$ cat src/rtl/ir_nec_pkg.sv
// Shared constants for the NEC IR receiver: state encoding, pulse-width windows (us), frame size.
package ir_nec_pkg;

  localparam int WIDTH_BITS = 14;
  typedef logic [WIDTH_BITS-1:0] width_t;

  localparam logic [2:0] ST_IDLE       = 3'd0;
  localparam logic [2:0] ST_LEAD_MARK  = 3'd1;
  localparam logic [2:0] ST_LEAD_SPACE = 3'd2;
  localparam logic [2:0] ST_BIT_MARK   = 3'd3;
  localparam logic [2:0] ST_BIT_SPACE  = 3'd4;
  localparam logic [2:0] ST_CHECK      = 3'd5;

  localparam width_t LEAD_MARK_MIN    = 14'd8000;
  localparam width_t LEAD_MARK_MAX    = 14'd10000;
  localparam width_t LEAD_SPACE_MIN   = 14'd4000;
  localparam width_t LEAD_SPACE_MAX   = 14'd5000;
  localparam width_t REPEAT_SPACE_MIN = 14'd2000;
  localparam width_t REPEAT_SPACE_MAX = 14'd2500;
  localparam width_t BIT_MARK_MIN     = 14'd400;
  localparam width_t BIT_MARK_MAX     = 14'd700;
  localparam width_t ZERO_SPACE_MIN   = 14'd400;
  localparam width_t ZERO_SPACE_MAX   = 14'd700;
  localparam width_t ONE_SPACE_MIN    = 14'd1400;
  localparam width_t ONE_SPACE_MAX    = 14'd1900;

  localparam int NEC_BITS = 32;

  function automatic logic in_window(input width_t w, input width_t lo, input width_t hi);
    return (w >= lo) && (w <= hi);
  endfunction

endpackage

$ cat src/rtl/ir_input_sync.sv
// Two-flop synchronizer plus one delay flop; emits single-cycle fall/rise strobes for an async input.
module ir_input_sync #(
  parameter logic IDLE_LEVEL = 1'b1
) (
  input  logic clk,
  input  logic reset,
  input  logic din,
  output logic fall,
  output logic rise
);

  logic s1, s2, s3;

  // Flops reset to the idle line level so leaving reset never fakes an edge.
  always_ff @(posedge clk) begin
    if (reset) begin
      s1 <= IDLE_LEVEL;
      s2 <= IDLE_LEVEL;
      s3 <= IDLE_LEVEL;
    end else begin
      s1 <= din;
      s2 <= s1;
      s3 <= s2;
    end
  end

  assign fall = s3 & ~s2;
  assign rise = ~s3 & s2;

endmodule

$ cat src/rtl/ir_nec_decoder.sv
// NEC IR frame decoder: measures mark/space widths in microseconds and latches address/command.
//   state      | meaning
//   IDLE       | waiting for a leader mark to start
//   LEAD_MARK  | timing the 9 ms leader mark
//   LEAD_SPACE | timing the 4.5 ms (frame) or 2.25 ms (repeat) space
//   BIT_MARK   | timing a 560 us bit mark
//   BIT_SPACE  | timing a bit space, shifting in 0 or 1
//   CHECK      | validating the inverted byte pairs
module ir_nec_decoder
  import ir_nec_pkg::*;
#(
  parameter int CLKS_PER_US = 50,
  parameter int TIMEOUT_US  = 12000
) (
  input  logic       clk,
  input  logic       reset,
  input  logic       ir_in,
  input  logic       ack,
  output logic [7:0] addr_out,
  output logic [7:0] cmd_out,
  output logic       new_data,
  output logic       overrun,
  output logic       frame_pulse,
  output logic       repeat_pulse,
  output logic       err_pulse
);

  localparam int PRE_W = (CLKS_PER_US > 1) ? $clog2(CLKS_PER_US) : 1;
  localparam logic [PRE_W-1:0] PRE_LAST = PRE_W'(CLKS_PER_US - 1);
  localparam width_t TIMEOUT_W = WIDTH_BITS'(TIMEOUT_US);
  localparam logic [5:0] LAST_BIT = 6'(NEC_BITS - 1);

  logic                fall, rise, us_tick, bit_one, bit_zero, frame_ok;
  logic [PRE_W-1:0]    pre_cnt;
  width_t              width_cnt;
  logic [2:0]          state;
  logic [5:0]          bit_cnt;
  logic [NEC_BITS-1:0] shreg;
  logic                have_last;

  ir_input_sync #(.IDLE_LEVEL(1'b1)) u_sync (
    .clk   (clk),
    .reset (reset),
    .din   (ir_in),
    .fall  (fall),
    .rise  (rise)
  );

  assign us_tick = (pre_cnt == PRE_LAST);

  always_ff @(posedge clk) begin
    if (reset || us_tick) pre_cnt <= '0;
    else                  pre_cnt <= pre_cnt + 1'b1;
  end

  always_ff @(posedge clk) begin
    if (reset || fall || rise)                  width_cnt <= '0;
    else if (us_tick && width_cnt != TIMEOUT_W) width_cnt <= width_cnt + 1'b1;
  end

  assign bit_zero = in_window(width_cnt, ZERO_SPACE_MIN, ZERO_SPACE_MAX);
  assign bit_one  = in_window(width_cnt, ONE_SPACE_MIN, ONE_SPACE_MAX);
  assign frame_ok = (shreg[15:8] == ~shreg[7:0]) && (shreg[31:24] == ~shreg[23:16]);

  always_ff @(posedge clk) begin
    if (reset) begin
      state        <= ST_IDLE;
      bit_cnt      <= '0;
      shreg        <= '0;
      have_last    <= 1'b0;
      addr_out     <= '0;
      cmd_out      <= '0;
      new_data     <= 1'b0;
      overrun      <= 1'b0;
      frame_pulse  <= 1'b0;
      repeat_pulse <= 1'b0;
      err_pulse    <= 1'b0;
    end else begin
      frame_pulse  <= 1'b0;
      repeat_pulse <= 1'b0;
      err_pulse    <= 1'b0;
      if (ack) begin
        new_data <= 1'b0;
        overrun  <= 1'b0;
      end
      if (state != ST_IDLE && width_cnt == TIMEOUT_W) begin
        err_pulse <= 1'b1;
        state     <= ST_IDLE;
      end else begin
        case (state)
          ST_IDLE:
            if (fall) state <= ST_LEAD_MARK;
          ST_LEAD_MARK:
            if (rise) state <= in_window(width_cnt, LEAD_MARK_MIN, LEAD_MARK_MAX) ? ST_LEAD_SPACE : ST_IDLE;
          ST_LEAD_SPACE:
            if (fall) begin
              if (in_window(width_cnt, LEAD_SPACE_MIN, LEAD_SPACE_MAX)) begin
                state   <= ST_BIT_MARK;
                bit_cnt <= '0;
              end else if (in_window(width_cnt, REPEAT_SPACE_MIN, REPEAT_SPACE_MAX)) begin
                repeat_pulse <= have_last;
                state        <= ST_IDLE;
              end else begin
                err_pulse <= 1'b1;
                state     <= ST_IDLE;
              end
            end
          ST_BIT_MARK:
            if (rise) begin
              if (in_window(width_cnt, BIT_MARK_MIN, BIT_MARK_MAX)) begin
                state <= ST_BIT_SPACE;
              end else begin
                err_pulse <= 1'b1;
                state     <= ST_IDLE;
              end
            end
          ST_BIT_SPACE:
            if (fall) begin
              if (bit_zero || bit_one) begin
                shreg   <= {bit_one, shreg[NEC_BITS-1:1]};
                bit_cnt <= bit_cnt + 1'b1;
                state   <= (bit_cnt == LAST_BIT) ? ST_CHECK : ST_BIT_MARK;
              end else begin
                err_pulse <= 1'b1;
                state     <= ST_IDLE;
              end
            end
          ST_CHECK: begin
            if (frame_ok) begin
              addr_out    <= shreg[7:0];
              cmd_out     <= shreg[23:16];
              frame_pulse <= 1'b1;
              have_last   <= 1'b1;
              new_data    <= 1'b1;
              // A simultaneous ack still consumes the overrun condition.
              overrun     <= ~ack & (overrun | new_data);
            end else begin
              err_pulse <= 1'b1;
            end
            state <= ST_IDLE;
          end
          default: state <= ST_IDLE;
        endcase
      end
    end
  end

endmodule

$ cat config.mk
export PLATFORM = sky130hd
export DESIGN_NAME = ir_nec_decoder
export DESIGN_NICKNAME = d
export VERILOG_FILES = /design/src/rtl/ir_nec_pkg.sv /design/src/rtl/ir_input_sync.sv /design/src/rtl/ir_nec_decoder.sv
export SDC_FILE = /design/constraint.sdc
export NUM_CORES = 1
export LEC_CHECK = 0
export BUFFER_PORTS_ARGS = -buffer_cell sky130_fd_sc_hd__buf_2
export CAP_MARGIN = 20
export CORE_MARGIN = 1.5
export CORE_UTILIZATION = 60
export CTS_CLUSTER_DIAMETER = 200
export DETAILED_ROUTE_END_ITERATION = 8
export MAX_ROUTING_LAYER = met4
export PLACE_DENSITY_LB_ADDON = 0.1
export SYNTH_ARGS = -nofsm -noshare
export SYNTH_HDL_FRONTEND = slang
export SYNTH_SLANG_ARGS = --single-unit
$ cat constraint.sdc
create_clock -name clk -period 2.77 [get_ports clk]
set_clock_uncertainty 0.15 [all_clocks]
set_input_delay 0.554 -clock clk [delete_from_list [all_inputs] [get_ports clk]]
set_output_delay 0.554 -clock clk [all_outputs]
set_load 0.01 [all_outputs]
Word-level counts from Yosys, hierarchy flattened:

Index checks and enable logic that the tools add are counted.

* $add $sub $neg: 3
* $lt $le $gt $ge: 10
* equality and inequality tests: 18
* muxes and demuxes: 35
* bitwise operators: 14
* reductions and logical operators: 22

Operator list (count)
* $ge A14 B11 Y1 const B: 2
* $mux W3: 8
* $mux W6: 4
* $mux W1: 18
* $eq A8 B8 Y1: 2
* $not A8 Y8: 2
* $pmux W3 S5: 1
* $add A14 B1 Y14 const B: 1
* $eq A14 B14 Y1 const B: 1
* $ge A14 B12 Y1 const B: 1
* $ge A14 B13 Y1 const B: 1
* $ge A14 B9 Y1 const B: 1
* $le A14 B10 Y1 const B: 1
* $le A14 B11 Y1 const B: 1
* $le A14 B12 Y1 const B: 1
* $le A14 B13 Y1 const B: 1
* $le A14 B14 Y1 const B: 1
* $ne A14 B14 Y1 const B: 1
* $ne A2 B2 Y1 const B: 7
* $add A6 B1 Y6 const B: 2
* $pmux W6 S2: 1
* $logic_and A1 B1 Y1: 8
* $not A1 Y1: 8
* $eq A3 B2 Y1 const B: 2
* other kinds (19): 26

* register bits after elaboration: 86
* input bits: 4

Longest topological paths before layout:

Gate-level depths: netlist (run 1).

* depth in word-level cells: 7
* depth in mapped cells: 10
* depth with buffers taken out: 7

By module:

Synthesis (run 1) repeated with hierarchy kept, for this count alone.

* cell total of the unflattened synthesis: 469
* area total of the unflattened synthesis: 3917.5 µm²

Modules (own cells, without submodules)
* ir_nec_decoder: instances 1, cells an instance 461, area an instance 3824.9 µm², sequential area each 1661.6 µm²
* ir_input_sync: instances 1, cells an instance 8, area an instance 92.6 µm², sequential area each 60.1 µm²

Least setup slack after synthesis (run 1):

OpenSTA, ideal clock, no wires.

* path kind: reg2reg
* start: reg width_cnt[2]
* end: reg shreg[1]
* arrival: 2067 ps
* slack: 420 ps
* cell stages (with the launch flop): 10
* path buffers: 4
* period minus slack after synthesis: 2350 ps
* cells stage by stage: dfxtp_1 buf_2 or4b_1 or4_1 buf_2 and4_1 clkbuf_1 buf_2 nand3_1 a21oi_1

* word-level cells in the longest chain between the ends: 4
* elaborated cells between the ends (all ways): 11
* those cells by class: order compare: 4; eq/ne: 1; bitwise: 1; reduce/logical: 5

Ends and longest elaborated chain
* start: declaration: RTL line ir_nec_decoder.sv:35 `width_t width_cnt;`
* start signal: assignment: RTL line ir_nec_decoder.sv:58 `else if (us_tick && width_cnt != TIMEOUT_W) width_cnt <= width_cnt + 1'b1;`
* $ge A14 B9 Y1, or another cell as far along: RTL line ir_nec_pkg.sv:30 `return (w >= lo) && (w <= hi);`
* $logic_and A1 B1 Y1 (on tied branches): RTL line ir_nec_pkg.sv:30, ir_nec_decoder.sv:86
* $logic_or A1 B1 Y1 or $not A1 Y1 (tied branches)
* $reduce_and A4 Y1 (no source line) (*)
* end signal: assignment: RTL line ir_nec_decoder.sv:120 `shreg <= {bit_one, shreg[NEC_BITS-1:1]};`
* end: declaration: RTL line ir_nec_decoder.sv:38 `logic [NEC_BITS-1:0] shreg;`

Every way passes the cells marked *; elsewhere a longest branch is shown, timed or not.
A chain may end at the register's enable or synchronous reset.

Worst setup path in the final report (run 1):

* start: reg width_cnt[11]
* end: reg shreg[1]

Same word-level chain as after synthesis.

==> flow_metrics.tcl, run 1 <==
set metrics [dict create \
    status "complete, no violations" \
    fill_cells 609 \
    multiInputGateArea_sq_mm 0.002266 \
    drt_iter0_drc 310 \
    crit_path_top_delay_cell "or4b_1" \
    synth_edf_count 0 \
    synthArstFlopShare 0 \
    htree_levels 3 \
    diodes 0 \
    netlist_top_cells_area "dfxtp_1 41%, a21oi_1 7.7%, nand3_1 7.1%" \
    p_seq_frac 0.582 \
    tightest_slew_ns 0.6946 \
    die_w_microns 86.72 \
    crit_chain "buf_4 -> or4b_1 -> a211o_1 -> o22ai_2 -> buf_4 -> nand3_1 -> a21oi_1" \
    ys_ff_latch 86 \
    vias 3853 \
    min_from "ack" \
    p_leak_nw 1.510 \
    synth-warning-count 0 \
    layout_commonest_cell "dfxtp_1" \
    maxCapViolations 0 \
    wl_microns 10040 \
    cts_setup_buffers 0 \
    regArea_sq_mm 0.001722 \
    syn_inst 515 \
    pwr-share-clk 0.396 \
    synth_seq_area_share 0.4094 \
    finalMaxSlewViolations 0 \
    grt-ovfl-total 0 \
    hold_viol 0 \
    cts-root-buf "clkbuf_8" \
    finalNonFillerCells 621 \
    grt_pass1_vias 3379 \
    final_cell_mix "86 x dfxtp_1, 65 x a21oi_1, 60 x nand3_1, 55 x o21ai_0, 29 x nor2_1" \
    slew_headroom 0.5320 \
    grt_max_degree 63 \
    floorplan.initialDensity 0.6190 \
    final-setup-viol-count 0 \
    worst-path-stages 7 \
    path_common_cell "buf_4" \
    rows 30 \
    clock.fmax_mhz 396.2 \
    crit_family "compound AO/OA/AOI/OAI gates" \
    ios 25 \
    period_needed_ns 2.524 \
    syn_nets 524 \
    cp-startpoint "width_cnt[11]" \
    combPwrFrac 0.021 \
    grtUsageTotal 0.2948 \
    first_pass_iters 5 \
    core_sq_mm 0.006794 \
    worstPathRequired_ns 2.90 \
    clockBufferDepth 2 \
    rrSetupSlack_ns 0.25 \
    p_sw_frac 0.2449 \
    clkTransAtPathRegs_ns 0.10 \
    antenna_found_initial 0 \
    endpoint_kind "flip-flop" \
    internal_power_w 0.001618 \
    p_per_area_mw_per_mm2 467.5 \
    port_buffers 24 \
    yosysTopAreaCell "dfxtp_1" \
    dp.cells 605 \
    crit_arrival_ns 2.66 \
    avgSynthCellArea_sq_um 8.166 \
    power.total_w 0.002143 \
    reg2reg_to "shreg[1]" \
    hpwl_microns 6678 \
    holdCritPathClass "in -> reg" \
    drc_errors 0 \
    crit_end "shreg[1]" \
    crit_type "reg -> reg" \
    routedWlPerCell_microns 16.17 \
    clock_latency_ns 0.36 \
    r2r_start "width_cnt[11]" \
    ys.flop_type "dfxtp_1" \
    rsz0062_at_grt "false" \
    crit_path_max_fanout 33 \
    synth_area_sq_mm 0.004205 \
    gp_congestion 0.9339 \
    die_area_sq_mm 0.007520 \
    p_sw_w 0.0005247 \
    ir_worst_vdd_uv 332.0 \
    numCtsBuffers 9 \
    cp_num_buf_inv 2 \
    cts_tree "built" \
    die_h_microns 86.72 \
    grt_pass1_wl_microns 16880 \
    synthToLayoutAreaGrowth_pct 8.986 \
    yosys.area.top_type_share 0.4094 \
    layout-drive-gt1-share 0.1314 \
    cp-start-kind "flip-flop" \
    min_period_over_period 0.9111 \
    fin_tns_setup_ns 0 \
    final_nets 529 \
    via_per_inst 6.205 \
    cts_sinks 86 \
    cpPeakStageDelay_ns 0.57 \
    rr_worst_depth 7 \
    ys_types 56 \
    ant_nets 0 \
]
-- what timing repair did --
action	4_1_cts	5_1_grt
setup endpoints to repair	0	15
hold buffers	0	0
gates resized for setup	0	1
-- routing by layer --
metal,wire [microns],track usage,up-vias,share of wire
met3,509,0.05429,13,0.051
met5,0,-,-,0
li1,-,-,1892,-
met4,144,0.1100,0,0.014
met2,4561,0.4063,103,0.45
met1,4828,0.4280,1845,0.48
-- flip-flops by register name, summed over array words and instances, names as in the netlist --
signal / count
shreg: 32
width_cnt: 14
addr_out: 8
cmd_out: 8
bit_cnt: 6
pre_cnt: 6
state: 3
err_pulse: 1
frame_pulse: 1
have_last: 1
new_data: 1
overrun: 1
repeat_pulse: 1
u_sync.s1: 1
u_sync.s2: 1
u_sync.s3: 1
-- per-stage QoR --
stage          hold WS, ns    util  area [sq um]  setup slack (ns)
5_1_grt             0.1807  0.6746          4583           0.07008
3_5_place_dp        0.2639  0.6449          4382            0.2047
4_1_cts             0.1785  0.6729          4572            0.1721
6_report            0.1964  0.6746          4583            0.2463
3_3_place_gp        0.2524  0.6449          4382            0.3148
2_1_floorplan       0.2395       -          4205            0.4203
-- power groups by stage --
stage | clock [W] | sequential [W] | combinational, W
3_5_place_dp | 0 | 0.00128 | 0.0000458
5_1_grt | 0.000929 | 0.00125 | 0.0000513
6_report | 0.000849 | 0.00125 | 0.0000459
2_1_floorplan | 0 | 0.00127 | 0.0000363
3_3_place_gp | 0 | 0.00128 | 0.0000449
4_1_cts | 0.000873 | 0.00125 | 0.0000463
-- cells by family after synthesis --
logic type	share of synthesized area
AO/OA/AOI/OAI	0.2193
XOR/XNOR	0.06248
adder cells (fa/ha/maj)	0.01488
flip-flops	0.4094
AND/OR/NAND/NOR	0.2395
buffers and inverters	0.05445
-- worst register-to-register path: cells and delay by family (launching register included) --
family / cells / cell delay [ns]
compound gates: 3 / 0.73
simple gates: 2 / 0.70
buf+inv: 2 / 0.54
flops: 1 / 0.34
-- cell type report --
cell class,instances,area share
inverters,6,0.004914
repair buffers,43,0.05733
clock buffers,10,0.03003
clock inverters,6,0.01147
well taps,96,0.02621
multi-input cells,374,0.4944
flip-flops and latches,86,0.3756
-- cells in the mapped netlist (6+ instances only) --
cell and instances:
dfxtp_1 86, nand3_1 60, nand2_1 15, nor4_1 6, inv_1 6, and3_1 6, xor2_1 11, o21ai_0 55
nand4_1 14, nor2_1 29, and4_1 7, xnor2_1 19, buf_2 12, a21oi_1 65, clkbuf_1 36, or4_1 6
-- worst min-delay path by stage --
stage | cells after the start | endpoint | slack [ns]
5_1_grt | 2 | overrun | 0.18
6_report | 2 | overrun | 0.20
3_5_place_dp | 1 | u_sync.s2 | 0.26
4_1_cts | 2 | overrun | 0.18
2_1_floorplan | 1 | u_sync.s2 | 0.24
3_3_place_gp | 1 | u_sync.s2 | 0.25
Note: power is estimated with default switching activity, not from simulation.
==> inputs of run 2 (changes only) <==
--- a/config.mk
+++ b/config.mk
@@ -9,7 +9,7 @@
 export CAP_MARGIN = 20
 export CORE_MARGIN = 1.5
 export CORE_UTILIZATION = 60
-export CTS_CLUSTER_DIAMETER = 200
+export CTS_CLUSTER_DIAMETER = 40
 export DETAILED_ROUTE_END_ITERATION = 8
 export MAX_ROUTING_LAYER = met4
 export PLACE_DENSITY_LB_ADDON = 0.1
==> constraint.sdc (replaced) <==
create_clock -name clk -period 2.9 [get_ports clk]
set_clock_uncertainty 0.15 [all_clocks]
set_input_delay 0.58 -clock clk [delete_from_list [all_inputs] [get_ports clk]]
set_output_delay 0.58 -clock clk [all_outputs]
set_load 0.01 [all_outputs]
==> run 2 against run 1 <==
Net effect:
- wire length is 1.6% lower
- via count rose by 1.1%
- combinational power shrank 5.2%
- clock power down 2%
- final cell count unchanged
- first-iteration DRC count grew 64%
- critical path type unchanged
- largest cell class unchanged
- highest routed layer unchanged
==> flow_metrics.tcl, run 2 (synthesized netlist as in run 1, its figures left out) <==
set metrics [dict create \
    cp_num_buf_inv 2 \
    final_cell_mix "86 x dfxtp_1, 65 x a21oi_1, 60 x nand3_1, 55 x o21ai_0, 29 x nor2_1" \
    layout-drive-gt1-share 0.1314 \
    whs_ns 0.2181 \
    hpwl_microns 6488 \
    grt_pass1_wl_microns 16730 \
    wl_met3_microns 691 \
    ir_worst_vdd_uv 422.6 \
    power.total_w 0.002069 \
    cts_sinks 86 \
    floorplan.initialDensity 0.6190 \
    wl_microns 9884 \
    dr_wl_met2_microns 4187 \
    rrSetupSlack_ns 0.31 \
    crit_family "compound AO/OA/AOI/OAI gates" \
    dp.cells 605 \
    highest_layer "met4" \
    endpoint_kind "flip-flop" \
    htree_levels 3 \
    cts_setup_buffers 0 \
    crit_path_top_delay_cell "dfxtp_1" \
    period_needed_ns 2.588 \
    die_w_microns 86.72 \
    finalNonFillerCells 621 \
    final-setup-viol-count 0 \
    gp_congestion 0.9130 \
    whs_path_depth 2 \
    maxCapViolations 0 \
    clkTransAtPathRegs_ns 0.11 \
    layout_commonest_cell "dfxtp_1" \
    first_pass_iters 5 \
    cts_resized 0 \
    reg2reg_to "shreg[29]" \
    grt-ovfl-total 0 \
    hold_buffers 0 \
    cp-start-kind "flip-flop" \
    antenna_found_initial 0 \
    core_sq_mm 0.006794 \
    grt_pass1_vias 3389 \
    hold_viol 0 \
    holdCritPathClass "in -> reg" \
    fin_tns_setup_ns 0 \
    cts_tree "built" \
    r2r_start "width_cnt[0]" \
    die_area_sq_mm 0.007520 \
    setup_ws_ns 0.3116 \
    top_register "shreg" \
    port_buffers 24 \
    drc_errors 0 \
    clockBufferDepth 2 \
    worstPathRequired_ns 3.04 \
    rr_worst_depth 8 \
    cpPeakStageDelay_ns 0.40 \
    worst-path-stages 8 \
    p_per_area_mw_per_mm2 451.9 \
    ios 25 \
    rows 30 \
    vias 3897 \
    final_nets 529 \
    cts-root-buf "clkbuf_8" \
    via_per_inst 6.275 \
    min_period_over_period 0.8925 \
    crit_arrival_ns 2.73 \
    min_to "overrun" \
    clock.fmax_mhz 386.3 \
    dp_slack_ns 0.4006 \
    numCtsBuffers 9 \
    slew_headroom 0.5691 \
    tightest_slew_ns 0.6463 \
    ant_nets 0 \
    met1Wirelength_microns 4867 \
    synthToLayoutAreaGrowth_pct 8.896 \
    crit_path_max_fanout 32 \
    grtUsageTotal 0.2846 \
    drt_iter0_drc 508 \
    die_h_microns 86.72 \
    largestRegisters "shreg x32, width_cnt x14" \
    min_from "ack" \
    diodes 0 \
    crit_type "reg -> reg" \
    status "complete, no violations" \
    finalMaxSlewViolations 0 \
    largest_reg_flops 32 \
    crit_chain "inv_1 -> ha_1 -> nor4bb_1 -> a2111o_1 -> a2bb2oi_2 -> buf_4 -> o21ai_0 -> a21oi_1" \
    grt_max_degree 63 \
    clock_latency_ns 0.37 \
    p_leak_nw 1.519 \
    routedWlPerCell_microns 15.92 \
    rsz0062_at_grt "false" \
]
run 2: cell types whose count changed in the layout (fill, tap and decap cells not counted), sizes merged:
cell and change:
clkinvlp -2, clkbuf -1, inv +1, clkinv +2
run 2: through the flow:
step                  util  instance area (sq um)
global route        0.6740                   4579
floorplan                -                   4205
finish              0.6740                   4579
global placement    0.6449                   4382
CTS                 0.6740                   4579
detailed placement  0.6449                   4382
run 2: worst max path at each step:
| stage | start | endpoint | slack [ns] |
|---|---|---|---|
| 2_1_floorplan | width_cnt[2] | shreg[1] | 0.55 |
| 3_3_place_gp | width_cnt[13] | overrun | 0.41 |
| 3_5_place_dp | width_cnt[0] | shreg[29] | 0.40 |
| 4_1_cts | width_cnt[0] | shreg[29] | 0.33 |
| 5_1_grt | width_cnt[0] | shreg[17] | 0.12 |
| 6_report | width_cnt[0] | shreg[29] | 0.31 |
run 2: power by group:
group	switching (W)	internal, W
clock	0.000496	0.000338
combinational	0.0000303	0.0000132
sequential	0.00000592	0.00119
total	0.000532	0.00154
run 2: cell type report:
type | count | area [sq um]
fillers | 575 | 2215
inverters | 6 | 22.52
repair buffers | 43 | 262.8
multi-input cells | 374 | 2255
clock inverters | 7 | 73.82
clock buffers | 9 | 123.9
flip-flops and latches | 86 | 1722
well taps | 96 | 120.1
run 2: routing by layer:
layer | global-route usage | vias up
met5 | - | -
met4 | 0.09091 | 0
met3 | 0.04286 | 15
met2 | 0.3771 | 156
met1 | 0.4375 | 1822
li1 | - | 1904
==> inputs of run 3 (changes only) <==
--- a/config.mk
+++ b/config.mk
@@ -15,4 +15,5 @@
 export PLACE_DENSITY_LB_ADDON = 0.1
 export SYNTH_ARGS = -nofsm -noshare
 export SYNTH_HDL_FRONTEND = slang
+export SYNTH_HIERARCHICAL = 1
 export SYNTH_SLANG_ARGS = --single-unit
==> run 3 against run 2 <==
Net effect:
- sequential share of layout area grew 3.1 points
- hold slack gained 0.016 ns
- sequential cell count is the same
- highest routed layer unchanged
- fmax shrank 0.49%
- die area shrank 6.6%
- final cell count shrank 9.5%
- cell area shrank 7.5%
- count of clock-buffer cells in the layout is the same
- critical endpoint is now bit_cnt[4]
- synthesized cell count shrank 8.9%
- via count shrank 16%
- sequential power is essentially flat
==> flow_metrics.tcl, run 3 <==
set metrics [dict create \
    status "complete, no violations" \
    cp-start-kind "flip-flop" \
    yosysMostFrequentCell "dfxtp_1" \
    p_sw_w 0.0004793 \
    synth_top_cells_by_count "86 x dfxtp_1, 79 x nand2_1, 51 x nor2_1, 46 x a21oi_1, 25 x xor2_1" \
    crit_type "reg -> reg" \
    grt_max_degree 60 \
    ant_nets 0 \
    r2r_start "width_cnt[0]" \
    yosys.area.top_type_share 0.4395 \
    grt_pass1_wl_microns 13920 \
    grt-busiest-layer "met2" \
    pwr-share-clk 0.431 \
    finalMaxSlewViolations 0 \
    power.total_w 0.002165 \
    ir_worst_vdd_uv 414.8 \
    cts_tree "built" \
    grt-ovfl-total 0 \
    diodes 0 \
    ys_types 54 \
    die_w_microns 83.81 \
    cts_sinks 86 \
    p_leak_nw 1.577 \
    clockBufferDepth 2 \
    syn_inst 469 \
    worstPathRequired_ns 3.04 \
    clock.fmax_mhz 384.5 \
    largestRegisters "shreg x32, width_cnt x14" \
    setup_ws_ns 0.2990 \
    yosysTopAreaCell "dfxtp_1" \
    min_from "ack" \
    rrSetupSlack_ns 0.30 \
    grt_use_met1 0.3124 \
    rr_worst_depth 9 \
    gr-usage-met2 0.3930 \
    cts-root-buf "clkbuf_8" \
    crit_arrival_ns 2.74 \
    ys.flop_type "dfxtp_1" \
    p_sw_frac 0.2214 \
    netlist_top_cells_area "dfxtp_1 44%, nand2_1 7.6%, a21oi_1 5.9%" \
    tightest_slew_ns 0.6295 \
    die_area_sq_mm 0.007023 \
    final_cell_mix "86 x dfxtp_1, 79 x nand2_1, 51 x nor2_1, 46 x a21oi_1, 25 x xor2_1" \
    floorplan.initialDensity 0.6205 \
    holdCritPathClass "in -> reg" \
    p_seq_frac 0.550 \
    routedWlPerCell_microns 14.61 \
    regArea_sq_mm 0.001722 \
    synthToLayoutAreaGrowth_pct 8.112 \
    ys_ff_latch 86 \
    clock_latency_ns 0.36 \
    p_per_area_mw_per_mm2 511.2 \
    reg2reg_to "bit_cnt[4]" \
    clkTransAtPathRegs_ns 0.09 \
    synth_area_sq_mm 0.003918 \
    synth-warning-count 6 \
    gp_congestion 0.8630 \
    endpoint_kind "flip-flop" \
    drt_iter0_drc 187 \
    wl_microns 8209 \
    hold_viol 0 \
    internal_power_w 0.001686 \
    combPwrFrac 0.019 \
    die_h_microns 83.81 \
    multiInputGateArea_sq_mm 0.001994 \
    synthArstFlopShare 0 \
    antenna_found_initial 0 \
    grtUsageTotal 0.2491 \
    cts_resized 0 \
    min_period_over_period 0.8969 \
    drc_errors 0 \
    synth_seq_area_share 0.4395 \
    top_register "shreg" \
    via_per_inst 5.790 \
    slew_headroom 0.5769 \
    port_buffers 24 \
    ios 25 \
    htree_levels 3 \
    fill_cells 519 \
    first_pass_iters 5 \
    whs_path_depth 2 \
    grt_pass1_vias 2978 \
    min_to "overrun" \
    vias 3254 \
    dp_slack_ns 0.3431 \
    cts_setup_buffers 0 \
    rows 29 \
    final-setup-viol-count 0 \
    layout_commonest_cell "dfxtp_1" \
    synth_edf_count 0 \
    layout-drive-gt1-share 0.1010 \
    maxCapViolations 0 \
    met3_usage 0.03858 \
    fin_tns_setup_ns 0 \
    avgSynthCellArea_sq_um 8.353 \
    syn_nets 478 \
    crit_path_max_fanout 37 \
    final_nets 489 \
    rsz0062_at_grt "false" \
    core_sq_mm 0.006314 \
    hold_buffers 0 \
    largest_reg_flops 32 \
    hpwl_microns 5413 \
    period_needed_ns 2.601 \
    numCtsBuffers 9 \
]
run 3: layout make-up:
cell class,instances,area share
multi-input cells,346,0.4709
inverters,7,0.006204
clock buffers,9,0.02925
flip-flops and latches,86,0.4065
clock inverters,7,0.02245
well taps,77,0.02275
repair buffers,30,0.04195
run 3: logic make-up after synthesis:
logic type	share of synthesized area
AOI/OAI and AO/OA	0.1220
and+or+nand+nor	0.2587
adders and majority gates	0.01597
xor gates and xnor gates	0.07154
DFF	0.4395
muxes	0.04088
buffers and inverters	0.05142
run 3: per-layer routing:
layer | vias to the layer above | wire length, microns
li1 | 1623 | -
met5 | - | 0
met4 | 0 | 248
met1 | 1492 | 3691
met2 | 115 | 3876
met3 | 24 | 393
run 3: power by group through the flow:
stage               logic (W)  clock network, W  registers [W]
CTS                 0.0000410          0.000949        0.00119
floorplan           0.0000323                 0        0.00122
finish              0.0000403          0.000933        0.00119
global route        0.0000460          0.000997        0.00119
detailed placement  0.0000409                 0        0.00122
global placement    0.0000402                 0        0.00122
run 3: critical path, stage by stage (launching register included):
cell and delay [ns]:
dfxtp_1 0.43, inv_1 0.07, ha_1 0.24, nand3b_1 0.16, a211oi_1 0.40, o32ai_2 0.24, nand3_1 0.19, buf_4 0.37
o21ai_0 0.15, a21oi_1 0.13
run 3: worst max path at each step:
| stage | slack [ns] | from | cells after the start | end |
|---|---|---|---|---|
| 2_1_floorplan | 0.59 | width_cnt[0] | 8 | width_cnt[12] |
| 3_3_place_gp | 0.48 | width_cnt[0] | 7 | width_cnt[8] |
| 3_5_place_dp | 0.34 | width_cnt[0] | 9 | bit_cnt[4] |
| 4_1_cts | 0.32 | width_cnt[0] | 9 | bit_cnt[4] |
| 5_1_grt | 0.16 | shreg[6] | 7 | cmd_out[6] |
| 6_report | 0.30 | width_cnt[0] | 9 | bit_cnt[4] |
run 3: per-stage QoR:
step	utilization	cell area (sq um)	hold WS, ns	std cells
after floorplan	-	3918	0.2332	469
after global placement	0.6361	4016	0.2556	546
after detailed placement	0.6361	4016	0.2545	546
after CTS	0.6708	4235	0.2284	562
after global routing	0.6708	4235	0.2594	562
final	0.6708	4235	0.2344	562
